==> src/rtl/mem_arbiter.sv <==
// Shares one unified memory port between the fetch (I) and data (D) requesters.
// D normally wins; a saturating lost-arbitration counter forces an I grant after MAX_WAIT losses.
module mem_arbiter #(
    parameter int ADDR_W   = 64,
    parameter int DATA_W   = 64,
    parameter int MAX_WAIT = 4
) (
    input  logic                clk,
    input  logic                rst,
    input  logic                i_req,
    input  logic [ADDR_W-1:0]   i_addr,
    output logic                i_ready,
    output logic [DATA_W-1:0]   i_rdata,
    input  logic                d_req,
    input  logic                d_we,
    input  logic [ADDR_W-1:0]   d_addr,
    input  logic [DATA_W-1:0]   d_wdata,
    input  logic [DATA_W/8-1:0] d_wstrb,
    output logic                d_ready,
    output logic [DATA_W-1:0]   d_rdata,
    output logic                m_req,
    output logic                m_we,
    output logic [ADDR_W-1:0]   m_addr,
    output logic [DATA_W-1:0]   m_wdata,
    output logic [DATA_W/8-1:0] m_wstrb,
    input  logic                m_ack,
    input  logic [DATA_W-1:0]   m_rdata,
    output logic                busy
);

    localparam int CW = $clog2(MAX_WAIT + 1);

    typedef enum logic [1:0] {IDLE, GNT_I, GNT_D} state_t;

    state_t        state, state_nxt;
    logic [CW-1:0] wait_cnt, wait_nxt;
    logic          i_win, d_win;

    // Handshake: a requester holds x_req and its command until the single cycle
    // x_ready is high; the memory side holds m_req and the command until m_ack.
    always_comb begin
        state_nxt = state;
        wait_nxt  = wait_cnt;
        i_win     = 1'b0;
        d_win     = 1'b0;
        case (state)
            IDLE: begin
                if (i_req && (!d_req || wait_cnt == CW'(MAX_WAIT))) begin
                    i_win     = 1'b1;
                    state_nxt = GNT_I;
                    wait_nxt  = '0;
                end else if (d_req) begin
                    d_win     = 1'b1;
                    state_nxt = GNT_D;
                    if (!i_req)
                        wait_nxt = '0;
                    else if (wait_cnt != CW'(MAX_WAIT))
                        wait_nxt = wait_cnt + CW'(1);
                end else begin
                    wait_nxt = '0;
                end
            end
            GNT_I:   if (m_ack) state_nxt = IDLE;
            GNT_D:   if (m_ack) state_nxt = IDLE;
            default: state_nxt = IDLE;
        endcase
    end

    assign i_ready = (state == GNT_I) && m_ack;
    assign d_ready = (state == GNT_D) && m_ack;
    assign i_rdata = i_ready ? m_rdata : '0;
    assign d_rdata = d_ready ? m_rdata : '0;

    always_ff @(posedge clk or posedge rst) begin
        if (rst) begin
            state    <= IDLE;
            wait_cnt <= '0;
            busy     <= 1'b0;
            m_req    <= 1'b0;
            m_we     <= 1'b0;
            m_addr   <= '0;
            m_wdata  <= '0;
            m_wstrb  <= '0;
        end else begin
            state    <= state_nxt;
            wait_cnt <= wait_nxt;
            busy     <= (state_nxt != IDLE);
            if (i_win) begin
                m_req   <= 1'b1;
                m_we    <= 1'b0;
                m_addr  <= i_addr;
                m_wdata <= '0;
                m_wstrb <= '0;
            end else if (d_win) begin
                m_req   <= 1'b1;
                m_we    <= d_we;
                m_addr  <= d_addr;
                m_wdata <= d_wdata;
                m_wstrb <= d_we ? d_wstrb : '0;
            end else if (i_ready || d_ready) begin
                // Address and write data are left as-is; only the strobing fields clear.
                m_req   <= 1'b0;
                m_we    <= 1'b0;
                m_wstrb <= '0;
            end
        end
    end

endmodule
==> config.mk <==
export PLATFORM = sky130hd
export DESIGN_NAME = mem_arbiter
export DESIGN_NICKNAME = d
export VERILOG_FILES = /design/src/rtl/mem_arbiter.sv
export SDC_FILE = /design/constraint.sdc
export NUM_CORES = 1
export LEC_CHECK = 0
export CAP_MARGIN = 20
export CORE_AREA = 2 2 208 210
export CTS_CLUSTER_DIAMETER = 80
export DETAILED_ROUTE_END_ITERATION = 8
export DIE_AREA = 0 0 210 212
export PLACE_DENSITY = 0.49
export SYNTH_ARGS = -nofsm -noshare
export SYNTH_HDL_FRONTEND = slang
export SYNTH_SLANG_ARGS = --single-unit
==> constraint.sdc <==
create_clock -name clk -period 6.3 [get_ports clk]
set_clock_uncertainty 0.15 [all_clocks]
set_input_delay 0.63 -clock clk [delete_from_list [all_inputs] [get_ports clk]]
set_output_delay 0.63 -clock clk [all_outputs]
set_load 0.01 [all_outputs]
==> results of run 1 <==
## critical path: cells and delay by family, from the launching register on
| family | cells | cell delay, ns |
|---|---|---|
| buffers and inverters | 2 | 0.70 |
| AND/OR/NAND/NOR | 1 | 0.32 |
| flip-flops | 1 | 0.42 |
| adder cells (fa/ha/maj) | 1 | 0.85 |
## final timing paths
kind	startpoint	to	slack (ns)
worst max-delay path	state[0]	d_rdata[61]	2.75
worst min-delay path	m_req	m_req	0.33
worst max register to register	state[1]	m_wdata[20]	3.29
worst min register to register	m_req	m_req	0.33
max in group asynchronous	rst	m_addr[46]	4.10
min in group asynchronous	rst	m_addr[7]	0.57
## state kept, by name, summed over array words and instances (netlist names)
| register | cells |
|---|---|
| busy | 1 |
| m_req | 1 |
| state | 2 |
| m_wdata | 64 |
| m_addr | 64 |
| m_we | 1 |
| m_wstrb | 8 |
| wait_cnt | 3 |
## cell families after synthesis
group           Yosys count  synth area share [%]
buf+inv                 102                  6.54
flops                   144                  49.8
simple gates            209                  15.7
compound gates          280                  26.9
fa+ha+maj                 6                  1.04
## per-stage QoR
stage	area, µm²	hold slack, ns
global route	13600	0.362
CTS	13600	0.333
detailed placement	13000	0.317
finish	13600	0.329
global placement	13000	0.312
floorplan	7230	0.360
## layout make-up
type	count	area share (%)
Clock inverter	14	1.17
Antenna cell	3	0.0553
Tap cell	546	5.03
Sequential cell	144	26.6
Timing Repair Buffer	550	40.4
Clock buffer	18	3.16
Inverter	6	0.203
Multi-Input combinational cell	495	23.5
## where the power goes
part / internal, W / switching (W)
logic: 0.00154 / 0.00153
clock network: 0.000589 / 0.000458
registers: 0.00135 / 0.000239
## layout by cell type, fill, tap and decap left out, drive strengths merged
master         count
clkbuf            18
bufinv             2
nand3              3
clkinv             7
ha                 6
nor3b              1
a21oi             67
and3             129
a41oi             64
nand4              2
nand2              4
dfrtp            144
a22o              65
nor2b              3
nor2              64
a32o               8
clkdlybuf4s50    536
buf               14
and2               3
inv                9
o22ai              2
clkinvlp           2
diode              3
a31oi              1
o21ai             70
a21boi             1
a21bo              1
o21a               1
## routing by layer
metal	vias to the layer above	track usage (%)	routed length (µm)
li1	3731	-	-
met1	3938	18.8	14600
met2	362	28.6	19400
met3	42	3.72	2300
met4	0	7.39	990
met5	-	0	0
==> results.txt, run 1 <==
worst skew pair latency: 0.44 ns
syn avg cell area: 9.76 µm²
Num CTS Buffers: 17
initial antenna violation count: 7
fin util: 31.9%
wire length of the first global-routing pass: 54.3 mm
cts repair resizes: 0
slowest stage cell on the critical path: ha_2
syn_nets: 1,017
TritonCTS clock tree: done
Routed wire per std cell: 21.0 µm
DRC viols: 0
Mapped Area: 7230 µm²
number of synthesized flops with an enable pin: 0
post-CTS setup buffers: 0
I/O pin total: 539
clock root cell: clkbuf_16
remaining global-route overflow: 0
Die X: 210 µm
largest cells by area after synthesis: dfrtp_1 (50%), and3_1 (11%), a22o_1 (7.9%)
sequential area share after synthesis: 49.8%
maxcap violations: 0
post-detail-place hpwl: 27.2 mm
nets@finish: 1,490
#FFs+latches synth: 144
gpl congestion: 0.889
top-count cell post-synth: dfrtp_1
Post-synth top cells: dfrtp_1 (144), and3_1 (129), a21oi_1 (67)
Peak Freq: 282 MHz
vias per cell: 4.55
CP Max Fanout: 66
Netlist cell types: 28
# rows: 76
Crit Path Class: reg2out
Synth area leader: dfrtp_1
critical path cell sequence: inv_1, ha_2, and3_1, clkdlybuf4s50_1
Slew Limit Fails: 0
layout cells sized above 1: 4.48%
Detailed Route WL: 37.3 mm
H-tree levels: 4
Initial Utilization: 17.0%
Ys Warns: 0
crit path DAT: 2.77 ns
Finish-stage setup viols: 0
worst r2r path cells: 6
area delta synth->final: 87.6%
setup TNS: 0 ns
Sequential Area: 3600 µm²
die area: 44,500 µm²
startpoint types: flip-flop
placed insts: 1,741
Final WS setup: 2.75 ns
post-route insts no fill: 1,776
Power Dens Cells: 420 nW/µm²
largest net degree at the start of global routing: 90
CTS sink cnt: 144
Final Critical Period: 3.55 ns
endpoint class of the critical path: output pin
via count: 8,073
Clock Pin Slew Worst Setup and Hold Paths: 0.06 ns
Fin. Hold Viols: 0
hold depth: 2
DR iter-0 viols: 512
critical path's largest stage delay: 0.85 ns
RSZ-0062 raised after global routing: no
# port buffers: 538
Power Total: 0.00570 W
Worst Max-Slew Pin Slew: 1.03 ns
asr flop ratio synth: 100%
total global routing track utilization: 16.2%
Clock Path Buffers: 2
period utilization: 56.3%
status: completed
share of the synthesized area in the top cell type: 49.8%
hold crit path type: reg2reg
Fillers: 4,435
worst rel slew slack: 31.6%
Post-CTS Hold Buffers: 0
DRT antenna net count: 0
chip height: 212 µm
Primary FF master, synth: dfrtp_1
vias in the first global route: 8,163
Place WS: 3.00 ns
multi-input logic area: 3180 µm²
TritonRoute pass-1 iters: 6
maximum VDD drop: 0.334 mV
leakage: 5.64 nW
Cells after Synth: 741
core area: 42,500 µm²
Critical Path RT: 5.52 ns
No activity file was read; power rests on OpenSTA's default activity.
==> run 2, diff against run 1 <==
--- a/config.mk
+++ b/config.mk
@@ -6,11 +6,11 @@
 export NUM_CORES = 1
 export LEC_CHECK = 0
 export CAP_MARGIN = 20
-export CORE_AREA = 2 2 208 210
+export CORE_AREA = 2 2 209 211
 export CTS_CLUSTER_DIAMETER = 80
 export DETAILED_ROUTE_END_ITERATION = 8
-export DIE_AREA = 0 0 210 212
-export PLACE_DENSITY = 0.49
+export DIE_AREA = 0 0 211 213
+export PLACE_DENSITY = 0.5
 export SYNTH_ARGS = -nofsm -noshare
 export SYNTH_HDL_FRONTEND = slang
 export SYNTH_SLANG_ARGS = --single-unit
==> constraint.sdc (replaced) <==
create_clock -name clk -period 3.2 [get_ports clk]
set_clock_uncertainty 0.15 [all_clocks]
set_input_delay 0.32 -clock clk [delete_from_list [all_inputs] [get_ports clk]]
set_output_delay 0.32 -clock clk [all_outputs]
set_load 0.01 [all_outputs]
==> results.txt, run 2 (synthesis results as in run 1) <==
Final Instance Area: 13,700 µm² (was 13,600 µm²)
largest net degree at the start of global routing: 77 (was 90)
crit path DAT: 2.45 ns (was 2.77 ns)
area delta synth->final: 90.0% (was 87.6%)
TritonCTS clock tree: done (unchanged)
top flop regs: m_addr: 64 flops, m_wdata: 64 flops, m_wstrb: 8 flops (unchanged)
DR iter-0 viols: 608 (was 512)
wire length of the first global-routing pass: 53.3 mm (was 54.3 mm)
critical path's largest stage delay: 0.55 ns (was 0.85 ns)
maxcap violations: 0 (unchanged)
Clock power frac: 18.9% (was 18.4%)
Sw Share: 38.5% (was 39.1%)
leakage: 5.71 nW (was 5.64 nW)
period utilization: 91.1%
initial antenna violation count: 10 (was 7)
Power Total: 0.0114 W (was 0.00570 W)
nets@finish: 1,498 (was 1,490)
setup TNS: 0 ns (unchanged)
post-detail-place hpwl: 27.5 mm (was 27.2 mm)
Detailed Route WL: 36.9 mm (was 37.3 mm)
Sequential Area: 3600 µm² (unchanged)
via count: 8,057 (was 8,073)
Peak Freq: 343 MHz
vias in the first global route: 8,163 (unchanged)
TritonRoute pass-1 iters: 5 (was 6)
Slew Limit Fails: 0 (unchanged)
hold crit path type: in2async (was reg2reg)
Finish-stage setup viols: 0 (unchanged)
slowest stage cell on the critical path: clkdlybuf4s50_1 (was ha_2)
DRC viols: 0 (unchanged)
Worst Max-Slew Pin Slew: 0.943 ns (was 1.03 ns)
CTS sink cnt: 144 (unchanged)
post-route insts no fill: 1,786 (was 1,776)
commonest non-fill, non-tap cells in the layout: clkdlybuf4s50_1 (536), dfrtp_1 (144), and3_1 (128), a21oi_1 (67), a22o_1 (65) (unchanged)
Routed wire per std cell: 20.7 µm (was 21.0 µm)
Critical Path RT: 2.73 ns (was 5.52 ns)
Final Critical Period: 2.92 ns
maximum VDD drop: 0.355 mV (was 0.334 mV)
die area: 44,900 µm² (was 44,500 µm²)
Clock Path Buffers: 2 (unchanged)
cts repair resizes: 0 (unchanged)
gpl congestion: 0.804 (was 0.889)
worst rel slew slack: 37.2% (was 31.6%)
H-tree levels: 4 (unchanged)
Crit Path Class: reg2out (unchanged)
DRT antenna net count: 0 (unchanged)
layout cells sized above 1: 5.18% (was 4.48%)
placed instance area: 13,100 µm² (was 13,000 µm²)
Post-CTS Hold Buffers: 0 (unchanged)
critical path cell sequence: inv_1, ha_2, buf_4, and3_1, clkdlybuf4s50_1 (was inv_1, ha_2, and3_1, clkdlybuf4s50_1)
post-CTS setup buffers: 0 (unchanged)
P_int: 0.00699 W (was 0.00347 W)
most common cell after layout, fill and taps aside: clkdlybuf4s50_1 (unchanged)
total global routing track utilization: 15.9% (was 16.2%)
chip height: 213 µm (was 212 µm)
Fin. Hold Viols: 0 (unchanged)
Power Dens Cells: 827 nW/µm² (was 420 nW/µm²)
worst skew pair latency: 0.45 ns (was 0.44 ns)
CP Max Fanout: 66 (unchanged)
Initial Utilization: 16.9% (was 17.0%)
endpoint class of the critical path: output pin (unchanged)
# port buffers: 538 (unchanged)
status: completed (unchanged)
Clock Pin Slew Worst Setup and Hold Paths: 0.07 ns (was 0.06 ns)
vias per cell: 4.51 (was 4.55)
startpoint types: flip-flop (unchanged)
Flop pwr share: 27.5% (was 27.8%)
placed insts: 1,749 (was 1,741)
# rows: 76 (unchanged)
Net Sw Power: 0.00437 W (was 0.00223 W)
Num CTS Buffers: 17 (unchanged)
clock root cell: clkbuf_16 (unchanged)
fin util: 32.2% (was 31.9%)
Logic pwr share: 53.5% (was 53.8%)
remaining global-route overflow: 0 (unchanged)
Fillers: 4,469 (was 4,435)
core area: 42,700 µm² (was 42,500 µm²)
multi-input logic area: 3190 µm² (was 3180 µm²)
RSZ-0062 raised after global routing: no (unchanged)
Die X: 211 µm (was 210 µm)
I/O pin total: 539 (unchanged)
## run 2: cell types whose count changed in the layout (fill, tap and decap cells not counted)
cell,before,now
buf_12,1,6
buf_4,11,14
clkinv_4,6,4
diode_2,3,5
inv_8,0,2
bufinv_16,2,3
clkbuf_1,1,0
clkinv_2,1,0
clkinvlp_4,2,3
ha_2,3,2
ha_4,0,1
## run 2: final timing paths
check / from / end / slack, ns / cells past startpoint
max in group asynchronous: rst / m_wdata[13] / 2.09 / 3
worst min register to register: m_wstrb[1] / m_wstrb[1] / 0.34 / 1
worst max register to register: wait_cnt[0] / m_addr[47] / 0.72 / 6
worst max-delay path: state[0] / d_rdata[16] / 0.28 / 5
worst min-delay path: rst / m_wdata[26] / 0.12 / 2
min in group clk: i_req / wait_cnt[2] / 0.17 / 3
## run 2: area by class of cell
cell class | count | area share, %
timing repair buffer | 558 | 40.8
sequential | 144 | 26.2
multi-input combinational | 495 | 23.2
tap | 546 | 4.97
clock buffer | 17 | 3.10
clock inverter | 15 | 1.44
inverter | 6 | 0.191
antenna | 5 | 0.0910
## run 2: worst max-delay path, delay by kind of cell (launching register included)
kind / cells / cell delay, ns
buf+inv: 3 / 1.10
flops: 1 / 0.44
simple gates: 1 / 0.25
fa+ha+maj: 1 / 0.16
## run 2: metal layers
metal	global-route usage (%)	part of all wire [%]	vias to the layer above
li1	-	-	3754
met1	17.4	37	3897
met2	28.7	53	354
met3	4.52	7.1	52
met4	6.51	3.1	0
met5	0	0	-
## run 2: power groups by stage
stage	clock network [W]	logic (W)	registers [W]
6_report	0.00215	0.00608	0.00313
5_1_grt	0.00229	0.00658	0.00323
4_1_cts	0.00222	0.00616	0.00313
3_5_place_dp	0	0.00614	0.00313
3_3_place_gp	0	0.00612	0.00313
2_1_floorplan	0	0.00251	0.00347
## run 2: per-stage QoR
stage	worst slack, ns	hold slack (ns)
detailed placement	0.636	0.330
CTS	0.116	0.0967
global route	0.122	0.146
global placement	0.688	0.319
finish	0.284	0.123
floorplan	0.925	0.310
